**config.mk**
```make
export PLATFORM = sky130hd
export DESIGN_NAME = instr_fetch
export DESIGN_NICKNAME = d
export VERILOG_FILES = /design/src/rtl/fetch_pkg.sv /design/src/rtl/fetch_fifo.sv /design/src/rtl/instr_fetch.sv
export SDC_FILE = /design/constraint.sdc
export NUM_CORES = 1
export LEC_CHECK = 0
export CELL_PAD_IN_SITES_DETAIL_PLACEMENT = 1
export CELL_PAD_IN_SITES_GLOBAL_PLACEMENT = 1
export CORE_MARGIN = 2
export CORE_UTILIZATION = 36
export DETAILED_ROUTE_END_ITERATION = 7
export GPL_TIMING_DRIVEN = 0
export PLACE_DENSITY = 0.75
export SETUP_SLACK_MARGIN = 0.15
export SLEW_MARGIN = 20
export SYNTH_ARGS = -nofsm -noshare
export SYNTH_HDL_FRONTEND = slang
export SYNTH_SLANG_ARGS = --single-unit
```
**constraint.sdc**
```tcl
create_clock -name clk -period 4.4 [get_ports clk]
set_clock_uncertainty 0.1 [all_clocks]
set_input_delay 1.1 -clock clk [delete_from_list [all_inputs] [get_ports clk]]
set_output_delay 1.1 -clock clk [all_outputs]
set_load 0.02 [all_outputs]
```
**src/rtl/fetch_pkg.sv**
```systemverilog
// rtl/fetch_pkg.sv - shared constants and types for the instruction fetch unit
//
// Purpose: word width, instruction size, fetch FSM state encoding and the
//          buffered-entry layout used by instr_fetch and fetch_fifo.
// Ports:   none (package).
package fetch_pkg;

  localparam int WORD_W      = 32;
  localparam int INSTR_BYTES = 4;

  typedef enum logic {
    RUN  = 1'b0,
    HALT = 1'b1
  } fetch_state_t;

  typedef struct packed {
    logic [WORD_W-1:0] pc;
    logic [WORD_W-1:0] instr;
  } fetch_entry_t;

endpackage

```
**src/rtl/fetch_fifo.sv**
```systemverilog
// rtl/fetch_fifo.sv - circular buffer of fetched instructions with flush
//
// Purpose: synchronous FIFO of fetch_entry_t; flush empties it in one edge.
// Ports:
//   clk, rst_n        clock, asynchronous active-low reset
//   flush             discard every entry (wins over push/pop)
//   push, push_entry  write one entry (ignored when full without a pop)
//   pop               remove the head entry (ignored when empty)
//   head              current head entry (meaningful only when !empty)
//   full, empty       occupancy flags
module fetch_fifo
  import fetch_pkg::*;
#(
  parameter int DEPTH = 2
) (
  input  logic         clk,
  input  logic         rst_n,
  input  logic         flush,
  input  logic         push,
  input  fetch_entry_t push_entry,
  input  logic         pop,
  output fetch_entry_t head,
  output logic         full,
  output logic         empty
);

  localparam int PTR_W = $clog2(DEPTH);
  localparam int CNT_W = PTR_W + 1;
  localparam logic [CNT_W-1:0] FULL_CNT = CNT_W'(DEPTH);
  localparam logic [CNT_W-1:0] CNT_ONE  = CNT_W'(1);
  localparam logic [PTR_W-1:0] PTR_ONE  = PTR_W'(1);

  fetch_entry_t     mem_q [DEPTH];
  logic [PTR_W-1:0] wr_ptr_q, wr_ptr_d;
  logic [PTR_W-1:0] rd_ptr_q, rd_ptr_d;
  logic [CNT_W-1:0] count_q, count_d;
  logic             do_push, do_pop;

  assign full  = (count_q == FULL_CNT);
  assign empty = (count_q == '0);
  assign head  = mem_q[rd_ptr_q];

  // A push into a full buffer is only legal when the head leaves this edge.
  assign do_push = push && !flush && (!full || pop);
  assign do_pop  = pop && !empty && !flush;

  always_comb begin
    wr_ptr_d = wr_ptr_q;
    rd_ptr_d = rd_ptr_q;
    count_d  = count_q;
    if (flush) begin
      wr_ptr_d = '0;
      rd_ptr_d = '0;
      count_d  = '0;
    end else begin
      if (do_push) begin
        wr_ptr_d = wr_ptr_q + PTR_ONE;
      end
      if (do_pop) begin
        rd_ptr_d = rd_ptr_q + PTR_ONE;
      end
      if (do_push && !do_pop) begin
        count_d = count_q + CNT_ONE;
      end else if (do_pop && !do_push) begin
        count_d = count_q - CNT_ONE;
      end
    end
  end

  always_ff @(posedge clk or negedge rst_n) begin
    if (!rst_n) begin
      wr_ptr_q <= '0;
      rd_ptr_q <= '0;
      count_q  <= '0;
    end else begin
      wr_ptr_q <= wr_ptr_d;
      rd_ptr_q <= rd_ptr_d;
      count_q  <= count_d;
    end
  end

  // Payload storage needs no reset: count_q alone decides what is valid.
  always_ff @(posedge clk) begin
    if (do_push) begin
      mem_q[wr_ptr_q] <= push_entry;
    end
  end

endmodule

```
**src/rtl/instr_fetch.sv**
```systemverilog
// rtl/instr_fetch.sv - sequential instruction fetch with redirect and halt
//
// Purpose: walks pc through instruction memory, buffers {pc, word} pairs for
//          the decoder, handles redirects and halts on a misaligned target.
// Ports:
//   clk, rst_n                       clock, asynchronous active-low reset
//   address / data                   instruction memory read (data same cycle)
//   redirect_valid, redirect_target  branch/jump request
//   out_valid, out_ready             decoder handshake
//   out_instr, out_pc                head instruction and its byte address
//   fetch_error                      halted on a misaligned redirect
module instr_fetch
  import fetch_pkg::*;
#(
  parameter logic [31:0] RESET_PC   = 32'h0000_0000,
  parameter int          FIFO_DEPTH = 2
) (
  input  logic        clk,
  input  logic        rst_n,
  output logic [31:0] address,
  input  logic [31:0] data,
  input  logic        redirect_valid,
  input  logic [31:0] redirect_target,
  output logic        out_valid,
  input  logic        out_ready,
  output logic [31:0] out_instr,
  output logic [31:0] out_pc,
  output logic        fetch_error
);

  localparam logic [WORD_W-1:0] PC_STEP = WORD_W'(INSTR_BYTES);

  fetch_state_t      state_q, state_d;
  logic [WORD_W-1:0] pc_q, pc_d;
  logic              fetch_error_q, fetch_error_d;

  logic              push, flush, pop;
  logic              fifo_full, fifo_empty;
  fetch_entry_t      push_entry, head;

  assign address     = pc_q;
  assign out_valid   = !fifo_empty;
  assign pop         = out_valid && out_ready;
  assign out_instr   = out_valid ? head.instr : '0;
  assign out_pc      = out_valid ? head.pc : '0;
  assign fetch_error = fetch_error_q;
  assign push_entry  = '{pc: pc_q, instr: data};

  always_comb begin
    state_d       = state_q;
    pc_d          = pc_q;
    fetch_error_d = fetch_error_q;
    push          = 1'b0;
    flush         = 1'b0;
    if (state_q == RUN) begin
      if (redirect_valid) begin
        // Any pop this edge is already consumed; flush drops what remains.
        flush = 1'b1;
        if (redirect_target[1:0] == 2'b00) begin
          pc_d = redirect_target;
        end else begin
          state_d       = HALT;
          fetch_error_d = 1'b1;
        end
      end else if (!fifo_full || pop) begin
        push = 1'b1;
        pc_d = pc_q + PC_STEP;
      end
    end
  end

  always_ff @(posedge clk or negedge rst_n) begin
    if (!rst_n) begin
      state_q       <= RUN;
      pc_q          <= RESET_PC;
      fetch_error_q <= 1'b0;
    end else begin
      state_q       <= state_d;
      pc_q          <= pc_d;
      fetch_error_q <= fetch_error_d;
    end
  end

  fetch_fifo #(
    .DEPTH(FIFO_DEPTH)
  ) u_fifo (
    .clk       (clk),
    .rst_n     (rst_n),
    .flush     (flush),
    .push      (push),
    .push_entry(push_entry),
    .pop       (pop),
    .head      (head),
    .full      (fifo_full),
    .empty     (fifo_empty)
  );

endmodule

```
Word-level counts from Yosys, hierarchy flattened

Memory sizes are Yosys's and may differ from the RTL's.
Index checks and enable logic that the tools add are counted.

Register bits after elaboration: 38
RAM bits: 128
Memories: 1
Output and inout bits: 98
Logic and storage cells: 59
Bits of input ports: 68

Bitwise logic cells: 2
Multiplexer cells: 22
Equality and inequality tests: 2
Reduce and logical (&&, ||, !) cells: 21
Add/subtract/negate cells: 5

Memories:

| name         | words | bits a word | rd ports | clocked after Yosys merged registers in | wr ports | line             | RTL |
|---|---|---|---|---|---|---|---|
| u_fifo.mem_q | 2     | 64          | 1        | 0                                       | 1        | fetch_fifo.sv:33 | `fetch_entry_t mem_q [DEPTH];` |

Operator list:

| kind                                                                | number |
|---|---|
| 32-bit two-way mux                                                  | 5 |
| 32-bit by 3-bit adder with 32-bit output (second input constant)    | 1 |
| 1-bit two-way mux                                                   | 14 |
| 1-bit logical AND                                                   | 7 |
| 2-bit two-way mux                                                   | 3 |
| 3-bit AND reduction                                                 | 2 |
| 2-bit nonzero test                                                  | 3 |
| 1-bit zero test                                                     | 5 |
| 2-bit zero test                                                     | 2 |
| 3-bit nonzero test                                                  | 1 |
| 1-bit adder (second input constant)                                 | 2 |
| 2-bit by 1-bit adder with 2-bit output (second input constant)      | 1 |
| 2-bit == test (second input constant)                               | 1 |
| 2-bit by 1-bit != test with 1-bit output (second input constant)    | 1 |
| 1-bit inverter                                                      | 2 |
| 2-bit by 1-bit subtractor with 2-bit output (second input constant) | 1 |
| 1-bit logical OR                                                    | 1 |

Depth between registers and ports, before layout

Gate-level depths: netlist of the first run.

Depth in word-level cells: 14
Depth in mapped cells: 7
Mapped depth without buffers: 5

Cells and area by module

From an unflattened synthesis of the first run, not the netlist that was laid out.

Cell total of the unflattened synthesis: 560
Area, all modules: 7706.1 µm²

By module, submodules not included:

| module      | area an instance (µm²) | instances | cells each | seq. area each (µm²) |
|---|---|---|---|---|
| fetch_fifo  | 5103.6                 | 1         | 227        | 3943.8 |
| instr_fetch | 2602.5                 | 1         | 333        | 850.8 |

Least setup slack after synthesis of the first run

Ideal clock, no wire load.

Kind: input-to-reg
Start: in redirect_valid
End: mem u_fifo.mem_q[0][0] (netlist bit), enable pin
Path slack: -0.520 ns
Data arrival time: 4.333 ns
Cell stages on the path: 4
Buffers on the path: 1
Required time: 3.813 ns
Setup time: 0.487 ns
Cell sequence: buf_2 nor2_1 nand2_2 nor2_1

Cells in the longest elaborated chain, start to end: 7
Elaborated cells between the ends (all ways): 9
Those cells by class: 6 x mux; 3 x reduce/logical

RTL lines:

| what                                      | line              | RTL |
|---|---|---|
| start: declaration                        | instr_fetch.sv:22 | `input logic redirect_valid,` |
| 1-bit two-way mux                         | instr_fetch.sv:56 | `if (redirect_valid) begin` |
| 1-bit two-way mux                         | instr_fetch.sv:55 | `if (state_q == RUN) begin` |
| 1-bit zero test                           | fetch_fifo.sv:44  | `assign do_push = push && !flush && (!full \|\| pop);` |
| 1-bit logical AND * (2 in series)         | fetch_fifo.sv:44  |  |
| 1-bit two-way mux *                       | fetch_fifo.sv:84  | `if (do_push) begin` |
| 1-bit two-way mux (not written as such) * | fetch_fifo.sv:85  | `mem_q[wr_ptr_q] <= push_entry;` |
| end: declaration                          | fetch_fifo.sv:33  |  |

Every way passes the cells marked *; elsewhere a longest branch is shown, timed or not.

Final worst setup path of the first run

Start: reg u_fifo.rd_ptr_q
End: out out_instr[19]

Cells in the longest elaborated chain, start to end: 2

RTL lines:

| what                     | line              | RTL |
|---|---|---|
| start: declaration       | fetch_fifo.sv:35  | `logic [PTR_W-1:0] rd_ptr_q, rd_ptr_d;` |
| start signal: assignment | fetch_fifo.sv:77  | `rd_ptr_q <= rd_ptr_d;` |
| memory read 2 x 64 bit   | n/a               |  |
| 32-bit two-way mux       | instr_fetch.sv:44 | `assign out_instr = out_valid ? head.instr : '0;` |
| end: declaration         | instr_fetch.sv:26 | `output logic [31:0] out_instr,` |

No other way between the ends.

==> results of run 1 <==
[cells by family (layout without fill, tap and decap cells)]
| kind of cell | Yosys count | count (layout) | share of synthesized area, % |
|---|---|---|---|
| AO/OA/AOI/OAI | 87 | 87 | 8.13 |
| XOR/XNOR | 1 | 1 | 0.121 |
| adder cells (fa/ha/maj) | 1 | 1 | 0.173 |
| buffers and inverters | 42 | 242 | 2.39 |
| flip-flops | 166 | 166 | 66.3 |
| multiplexers | 65 | 65 | 8.99 |
| AND/OR/NAND/NOR | 203 | 203 | 13.9 |
[synth_stat cells, drive strengths merged, types with 3 or more instances]
master,n,area share [%]
nor4,8,0.69
o211ai,3,0.31
nand2,27,1.4
or4,5,0.62
a211oi,9,0.93
nand4,11,1.2
or3,10,0.86
o21ai,24,1.7
edfxtp,128,53
a21oi,13,0.95
a22oi,5,0.52
dfrtp,38,13
and3,4,0.36
nor2,96,5.0
inv,7,0.36
o31ai,5,0.52
a311oi,4,0.48
clkbuf,26,1.4
mux2i,65,9.0
nand3,11,0.76
and4,6,0.76
o22ai,3,0.26
or2,3,0.26
buf,9,0.66
o31a,4,0.52
nor3,10,0.69
[critical path, cell delays in order (launching register included)]
cell and delay (ps):
dfrtp_1 350, clkbuf_2 380, clkbuf_1 620, mux2i_1 190
nor2_1 160, clkdlybuf4s50_1 630
[worst max path at each step]
stage | slack [ps] | cells past startpoint | to | from
floorplan | 560 | 4 | u_fifo.mem_q[0][0]$_DFFE_PP_ | redirect_valid
global placement | -860 | 4 | u_fifo.mem_q[0][17]$_DFFE_PP_ | out_ready
detailed placement | 490 | 5 | out_instr[27] | u_fifo.rd_ptr_q$_DFFE_PN0P_
CTS | 380 | 5 | out_instr[19] | u_fifo.rd_ptr_q$_DFFE_PN0P_
global route | 270 | 5 | out_pc[11] | u_fifo.count_q[0]$_DFFE_PN0P_
finish | 430 | 5 | out_instr[19] | u_fifo.rd_ptr_q$_DFFE_PN0P_
[per-layer routing]
| layer | up-vias | GRT usage [%] |
|---|---|---|
| met1 | 2687 | 26.2 |
| met5 | - | 0 |
| met2 | 162 | 33.5 |
| li1 | 2509 | - |
| met4 | 0 | 5.05 |
| met3 | 23 | 3.92 |
[stage by stage]
stage          area, µm²  hold slack [ps]
2_1_floorplan       7240              393
3_3_place_gp        9210              363
3_5_place_dp        9300              373
4_1_cts             9880              393
5_1_grt             9890              411
6_report            9890              386
[power by group]
part           leakage, nW  internal [mW]  total, mW  switching [mW]
logic                 1.52          0.231      0.475           0.244
registers             1.66           1.70       1.72          0.0213
clock network        0.278          0.842       1.49           0.645
total                 3.47           2.77       3.68           0.911
[flip-flops by register name, indices dropped and copies added (netlist names)]
register and cells:
address 32, fetch_error 1, state_q 1, u_fifo.count_q 2, u_fifo.mem_q 128, u_fifo.wr_ptr_q 1
u_fifo.rd_ptr_q 1
[area by class of cell]
class | count | area [µm²]
Tap cell | 265 | 332
Clock buffer | 18 | 429
Multi-Input combinational cell | 357 | 2290
Sequential cell | 166 | 4790
Fill cell | 2059 | 9700
Inverter | 7 | 26.3
Buffer | 35 | 149
Clock inverter | 14 | 151
Timing Repair Buffer | 168 | 1720
==> metrics.md, run 1 <==
| Metric | Value |
|---|---|
| Worst-Margin Slew | `983 ps` |
| Commonest non-fill, non-tap cells in the layout | `clkdlybuf4s50_1 (163), edfxtp_1 (128), nor2_1 (95)` |
| Final GP Congestion | `0.850` |
| Reg-to-reg slack, setup | `1790 ps` |
| Final antenna-violating net count | `0` |
| M1 wire length | `9.45 mm` |
| Io pins | `about 170` |
| Synthesized cell area | `7230 µm²` |
| Max-cap violations | `0` |
| Final Hold Fails | `0` |
| GRT Util Overall | `roughly a fifth` |
| Starting DRT DRC Count | `246` |
| Post-route minimum period | `3970 ps` |
| CTS Sinks | `roughly 170` |
| Layout Area Growth over Synthesis | `36.7%` |
| Hold Path Class | `reg -> reg` |
| Total iterations of the first detailed-routing run | `5` |
| Worst R2R Start | `address[2]$_DFFE_PN0P_` |
| CTS buffer count | `17` |
| Setup TNS | `0 ps` |
| Met2 WL | `~10 mm` |
| Vias in the first global route | `5692` |
| Antenna fix cells | `0` |
| Crit path required time | `approximately 3200 ps` |
| Avg Cell Area, Syn | `12.8 µm²` |
| Starting Density | `a little under two fifths` |
| Hpwl dp | `14.9 mm` |
| Worst Path Class, Setup | `reg -> out` |
| Synth warnings | `0` |
| Core ar. | `~20000 µm²` |
| Endpoints failing setup | `0` |
| Reg2reg end | `address[18]$_DFFE_PN0P_` |
| Worst Setup End Kind | `primary output` |
| Cts repair resizes | `2` |
| Register area share after synthesis | `between 60 and 70%` |
| VDD IR max | `0.262 mV` |
| DIE AREA | `21200 µm²` |
| Row count | `51` |
| Min-delay src | `fetch_error$_DFFE_PN0P_` |
| Fin util | `50.5%` |
| H-tree depth | `4` |
| Residual DRC count | `0` |
| CTS tree | `built` |
| Post-route insts no fill | `between 1000 and 1500` |
| Buffers on Ports | `between 150 and 200` |
| Clock Path Buffers | `2` |
| Worst-case reg-to-reg path depth | `5` |
| Worst Hold Depth | `1` |
| Slew HR | `between 30% and 40%` |
| LEAKAGE | `3.47 nW` |
| Worst-Skew Late Latency | `around 430 ps` |
| Total power | `around 3.7 mW` |
| Post-synth ARST share | `22.9%` |
| WL/cell | `between 20 and 25 µm` |
| Top sig layer | `met4` |
| Final setup margin | `around 430 ps` |
| Crit path launch type | `flop` |
| Hold endpoint | `fetch_error$_DFFE_PN0P_` |
| Die width | `between 100 and 150 µm` |
| Syn nets | `approximately 630` |
| #FFs+latches synth | `between 150 and 200` |
| Worst Path Arrival | `about 2800 ps` |
| RSZ-0062 raised after global routing | `no` |
| EDFF count, synth | `around 130` |
| Via count | `approximately 5400` |
| Root Driver | `clkbuf_16` |
| Inst Count DP | `approximately 1000` |
| Post-synth top flop | `edfxtp_1` |
| Most common cell after layout, fill and taps aside | `clkdlybuf4s50_1` |
| Netlist cell types | `around 60` |
| Max FO, Critical Path | `10` |
| First-pass GRT wire length | `around 33 mm` |
| Synthesized instance count | `about 570` |
| Dpl ws | `around 490 ps` |
| Hold buffer count at CTS | `0` |
| Met3 WL | `about 830 µm` |
| Gr ovfl total | `0` |
| Chip Height | `about 150 µm` |
| Final net count | `821` |
| Status | `finished clean` |
| Max Freq | `about 0.25 GHz` |
| Crit share post-route | `90.3%` |
| Final max-slew violation count | `0` |
| Share of cells above drive strength 1 | `between 7 and 8%` |
| Post-Route WL | `20.8 mm` |
| Vias per cell | `between 5 and 6` |
| Power per cell area | `about 370 nW/µm²` |
| Initial antenna violation count | `0` |
| Largest net degree at the start of global routing | `38` |
| Worst-path clk slew | `70 ps` |
| Setup Buffers After CTS | `0` |
Note: power is estimated with default switching activity, not from simulation.
==> run 2: changes to the inputs <==
--- a/config.mk
+++ b/config.mk
@@ -8,10 +8,10 @@
 export CELL_PAD_IN_SITES_DETAIL_PLACEMENT = 1
 export CELL_PAD_IN_SITES_GLOBAL_PLACEMENT = 1
 export CORE_MARGIN = 2
-export CORE_UTILIZATION = 36
+export CORE_UTILIZATION = 43
 export DETAILED_ROUTE_END_ITERATION = 7
 export GPL_TIMING_DRIVEN = 0
-export PLACE_DENSITY = 0.75
+export PLACE_DENSITY = 0.84
 export SETUP_SLACK_MARGIN = 0.15
 export SLEW_MARGIN = 20
 export SYNTH_ARGS = -nofsm -noshare
==> constraint.sdc (replaced) <==
create_clock -name clk -period 4.85 [get_ports clk]
set_clock_uncertainty 0.1 [all_clocks]
set_input_delay 1.2125 -clock clk [delete_from_list [all_inputs] [get_ports clk]]
set_output_delay 1.2125 -clock clk [all_outputs]
set_load 0.02 [all_outputs]
==> run 2 against run 1 <==
  * Worst hold slack better by 9.1 ps
  * Wire length up 1.5%
  * Global-route usage increased by 4.6 points
  * Flip-flop and latch count stayed put
  * Clock power down 7%
  * Largest cell class unchanged
==> metrics.md, run 2 (same netlist as run 1, synthesis figures left out) <==
| Metric | Value |
|---|---|
| Status | `finished clean` |
| Root Driver | `clkbuf_16` |
| VDD IR max | `~0.26 mV` |
| Hold buffer count at CTS | `0` |
| Top reg by flops | `u_fifo.mem_q` |
| Worst-path clk slew | `60 ps` |
| Share of cells above drive strength 1 | `roughly 7%` |
| GRT Util Overall | `around a quarter` |
| Power per cell area | `342 nW/µm²` |
| Endpoints failing setup | `0` |
| Crit path max-delay cell type | `clkbuf_1` |
| Starting Density | `roughly 44%` |
| RSZ-0062 raised after global routing | `no` |
| Reg area | `~4800 µm²` |
| Worst R2R Start | `address[2]$_DFFE_PN0P_` |
| Final GP Congestion | `just under 0.9` |
| Crit path launch type | `flop` |
| Vias per cell | `5.66` |
| Clock Path Buffers | `2` |
| Largest net degree at the start of global routing | `39` |
| Global route hottest layer | `met2` |
| H-tree depth | `4` |
| Max-cap violations | `0` |
| Worst Path Class, Setup | `reg -> out` |
| Min-delay src | `fetch_error$_DFFE_PN0P_` |
| CTS buffer count | `17` |
| Worst-case reg-to-reg path depth | `5` |
| Post-Route WL | `about 21 mm` |
| Number of flip-flops in the largest register | `128` |
| GR Util met1 | `between 30% and 40%` |
| Inst Count DP | `roughly 950` |
| LEAKAGE | `between 3 and 4 nW` |
| Max FO, Critical Path | `10` |
| Setup TNS | `0 ps` |
| Row count | `47` |
| Hold slack | `a little under 400 ps` |
| Worst-Skew Late Latency | `between 400 and 500 ps` |
| Buffers on Ports | `about 160` |
| Layout Area Growth over Synthesis | `36.7%` |
| Setup Buffers After CTS | `0` |
| Reg-to-reg slack, setup | `about 2100 ps` |
| First-pass GRT wire length | `about 33 mm` |
| Total iterations of the first detailed-routing run | `5` |
| Chip Height | `around 130 µm` |
| Total power | `3.39 mW` |
| Starting DRT DRC Count | `402` |
| Final Hold Fails | `0` |
| Die width | `134 µm` |
| Most common cell after layout, fill and taps aside | `clkdlybuf4s50_1` |
| GRT met3 Usage | `4.57%` |
| CTS tree | `built` |
| Critical Path Most Common Cell | `clkbuf_1` |
| Final max-slew violation count | `0` |
| Hpwl dp | `roughly 15 mm` |
| WL/cell | `approximately 21 µm` |
| Slew HR | `a little under 30%` |
| Crit share post-route | `89.8%` |
| Crit-path cells | `clkbuf_1, clkbuf_1, mux2i_1, nor2_1, clkdlybuf4s50_1` |
| Core ar. | `~17000 µm²` |
| Crit path required time | `roughly 3500 ps` |
| Commonest non-fill, non-tap cells in the layout | `clkdlybuf4s50_1 (163), edfxtp_1 (128), nor2_1 (95)` |
| CTS Sinks | `~170` |
| Initial antenna violation count | `1` |
| Fin util | `about three fifths` |
| Worst Hold Depth | `1` |
| Post-route insts no fill | `between 900 and 1000` |
| Residual DRC count | `0` |
| Io pins | `roughly 170` |
| Worst Path Arrival | `3040 ps` |
| Final antenna-violating net count | `0` |
| Worst-Margin Slew | `approximately 1100 ps` |
| Fillers | `around 1600` |
| Reg2reg end | `address[18]$_DFFE_PN0P_` |
| Cts repair resizes | `0` |
| DIE AREA | `around 18000 µm²` |
| Final net count | `822` |
| Hold endpoint | `fetch_error$_DFFE_PN0P_` |
| Worst Setup End Kind | `primary output` |
| Max Freq | `between 0.2 and 0.25 GHz` |
| Area of the multi-input gates | `~2300 µm²` |
| Hold Path Class | `reg -> reg` |
| Met2 Usage GRT | `about two fifths` |
| Post-route minimum period | `~4400 ps` |
| Vias in the first global route | `between 5000 and 6000` |
| Slowest cell delay on critical path | `660 ps` |
| Gr ovfl total | `0` |
| Via count | `around 5600` |
==> run 2: worst max-delay path by stage <==
stage / endpoint / cells past startpoint / slack, ps / startpoint
6_report: out_pc[0] / 5 / 490 / u_fifo.rd_ptr_q$_DFFE_PN0P_
3_3_place_gp: u_fifo.mem_q[0][29]$_DFFE_PP_ / 4 / -520 / out_ready
2_1_floorplan: u_fifo.mem_q[0][0]$_DFFE_PP_ / 4 / 890 / redirect_valid
5_1_grt: out_pc[17] / 5 / 280 / u_fifo.rd_ptr_q$_DFFE_PN0P_
4_1_cts: out_instr[20] / 5 / 410 / u_fifo.rd_ptr_q$_DFFE_PN0P_
3_5_place_dp: out_instr[27] / 5 / 900 / u_fifo.rd_ptr_q$_DFFE_PN0P_
==> run 2: where the power goes <==
group	internal, mW	switching, mW
registers	1.54	0.0191
logic	0.211	0.228
clock network	0.858	0.530
==> run 2: worst max-delay path: cells and delay by family (launching register included) <==
kind / cells / cell delay, ps
buf+inv: 3 / 1920
flops: 1 / 340
mux: 1 / 210
simple gates: 1 / 140
==> run 2: layout make-up <==
class | count | area share, %
Timing Repair Buffer | 169 | 17.8
Clock inverter | 10 | 1.57
Buffer | 35 | 1.48
Antenna cell | 1 | 0.0253
Clock buffer | 22 | 4.49
Multi-Input combinational cell | 357 | 23.1
Inverter | 7 | 0.266
Sequential cell | 166 | 48.5
Tap cell | 220 | 2.78
==> run 2: through the flow <==
step | instance area (µm²) | worst slack, ps
after floorplan | 7240 | 893
after global placement | 9150 | -520
after detailed placement | 9290 | 899
after CTS | 9890 | 412
after global routing | 9890 | 278
final | 9890 | 495
==> run 2: layer usage <==
| metal | vias up | wire [µm] |
|---|---|---|
| met1 | 2802 | 8860 |
| met5 | - | 0 |
| li1 | 2512 | - |
| met4 | 0 | 489 |
| met2 | 230 | 10600 |
| met3 | 41 | 1160 |
==> RTL change, RTL diff (config.mk and constraints of run 2) <==
Set the parameter `FIFO_DEPTH` to 4 (it was 2).
--- a/src/rtl/instr_fetch.sv
+++ b/src/rtl/instr_fetch.sv
@@ -15,3 +15,3 @@
   parameter logic [31:0] RESET_PC   = 32'h0000_0000,
-  parameter int          FIFO_DEPTH = 2
+  parameter int          FIFO_DEPTH = 4
 ) (
Check against the original RTL: not equivalent (Yosys sat finds a counterexample within 4 cycles, from zero or initial values and one cycle with rst_n low).
==> RTL change against run 2 <==
- sequential cell count grew 131
- synthesized area grew 70%
- power grew 120%
- core utilization shrank 3.7 points
- critical path depth is the same
- combinational power grew to 4.6 times the old value
- clock power grew 86%
- via count grew 33%
- critical path type unchanged
- setup slack lost 0.15 ns
- wire length grew 49%
- final cell count grew 34%
- design area grew 59%
==> RTL change: results (changes against run 2) <==
initial DRC count 622 (+55%); FILL cells 2623 (+62%); Async S/R FF share, synth 13.8% (-9.1 points); WL per Instance 23.9 um (+12%); final WL 31500 um (+49%); leading post-synthesis cells by cell area edfxtp_1, mux4_2, dfrtp_1, and2_1, a21oi_1; number of cells after detailed placement 1262 (+32%); Overall Global Routing Usage 21.0% (-3.4 points); RD Place Congestion 0.863 (-2.7%); P_sw 2.05 mW (+160%); R2R Path End u_fifo.count_q[1]$_DFFE_PN0P_; Worst Tran Pin Value 0.904 ns (-0.148 ns); Ant. Diodes 0 (-1); H-tree depth 2 (-2); Inserted Clock Buffers 34 (+17); initial antenna violation count 0 (-1); root buffer cell clkbuf_16; layout cells sized above 1 16.9% (+9.8 points); Post-synth EDFFs 256 (+100%); slowest stage delay, CP 0.74 ns (+0.08 ns); Data arrival, critical path 3.19 ns (+0.15 ns); status complete, no violations; max FFs per register 256 (+100%); RR Startpoint u_fifo.count_q[2]$_DFFE_PN0P_; Syn Nets 788 (+24%); YS warnings 0 (unchanged); Area Growth Syn to Fin 27.5%; Routed met2 length 16100 um (+52%); vias in the first global route 7966 (+37%); Skew-Pair Late Insertion Delay 0.51 ns (+0.09 ns); Post-DP Area 14600 sq um (+57%); vias per std cell 5.63 (-0.49%); Metal-1 WL 13300 um (+50%); Port-buffer cells 165 (+0.61%); Max Buffers Root-to-Sink 3 (+1); Cells after Synth 714 (+26%); Post-DP HPWL 21000 um (+42%); distinct cell type count after synthesis 56 (-8.2%); setup slack, reg-to-reg 1.95 ns (-0.19 ns); synth cell count leaders edfxtp_1, and2_1, mux4_2, dfrtp_1, nand2_1; Peak Freq 0.222 GHz (-3.4%)
-- RTL change: cell count changes in the layout (fill, tap and decap cells not counted), moves of 12 or more --
cell	before	now
and2_1	2	66
clkbuf_16	17	37
mux2i_1	65	10
edfxtp_1	128	256
o22ai_1	3	16
mux4_2	0	64
nor2_1	95	21
a21oi_1	12	24
-- RTL change: worst min path at each step --
stage | cells after the start | end
floorplan | 1 | u_fifo.count_q[2]$_DFFE_PN0P_
global placement | 1 | fetch_error$_DFFE_PN0P_
detailed placement | 1 | fetch_error$_DFFE_PN0P_
CTS | 1 | fetch_error$_DFFE_PN0P_
global route | 1 | fetch_error$_DFFE_PN0P_
finish | 1 | fetch_error$_DFFE_PN0P_
-- RTL change: worst max-delay path, delay by kind of cell, from the launching register on --
family        cells  cell delay, ns
buf+inv           3            1.73
simple gates      1            0.18
mux               1            0.43
flops             1            0.35
-- RTL change: area by class of cell --
| type | instances | share of cell area [%] |
|---|---|---|
| Multi-Input combinational cell | 366 | 21.6 |
| Tap cell | 378 | 3.01 |
| Buffer | 42 | 1.30 |
| Inverter | 9 | 0.215 |
| Clock buffer | 43 | 6.16 |
| Clock inverter | 15 | 1.02 |
| Sequential cell | 297 | 55.4 |
| Timing Repair Buffer | 170 | 11.3 |
-- RTL change: through the flow --
step	setup TNS [ns]	hold WS (ns)
final	0	0.373
after global routing	0	0.387
after CTS	0	0.375
after detailed placement	0	0.352
after global placement	-187.05	0.352
after floorplan	0	0.439
-- RTL change: power groups by stage --
stage | Combinational, mW | Clock (mW) | Sequential, mW
5_1_grt | 2.18 | 2.70 | 2.81
4_1_cts | 2.08 | 2.62 | 2.81
3_5_place_dp | 2.07 | 0 | 2.86
6_report | 2.04 | 2.58 | 2.81
3_3_place_gp | 2.01 | 0 | 2.86
2_1_floorplan | 1.26 | 0 | 2.85
-- RTL change: cell families after synthesis --
family          after synthesis  share of synthesized area [%]
flops                       297                           70.7
simple gates                184                           8.67
compound gates               97                           5.15
mux                          77                           12.8
buf+inv                      51                           1.93
fa+ha+maj                     6                          0.670
xor+xnor                      2                          0.142
-- RTL change: per-layer routing --
| metal | vias up | track usage (%) |
|---|---|---|
| met5 | - | 0 |
| met4 | 0 | 4.94 |
| li1 | 3268 | - |
| met1 | 3878 | 28.3 |
| met2 | 245 | 36.4 |
| met3 | 42 | 3.05 |
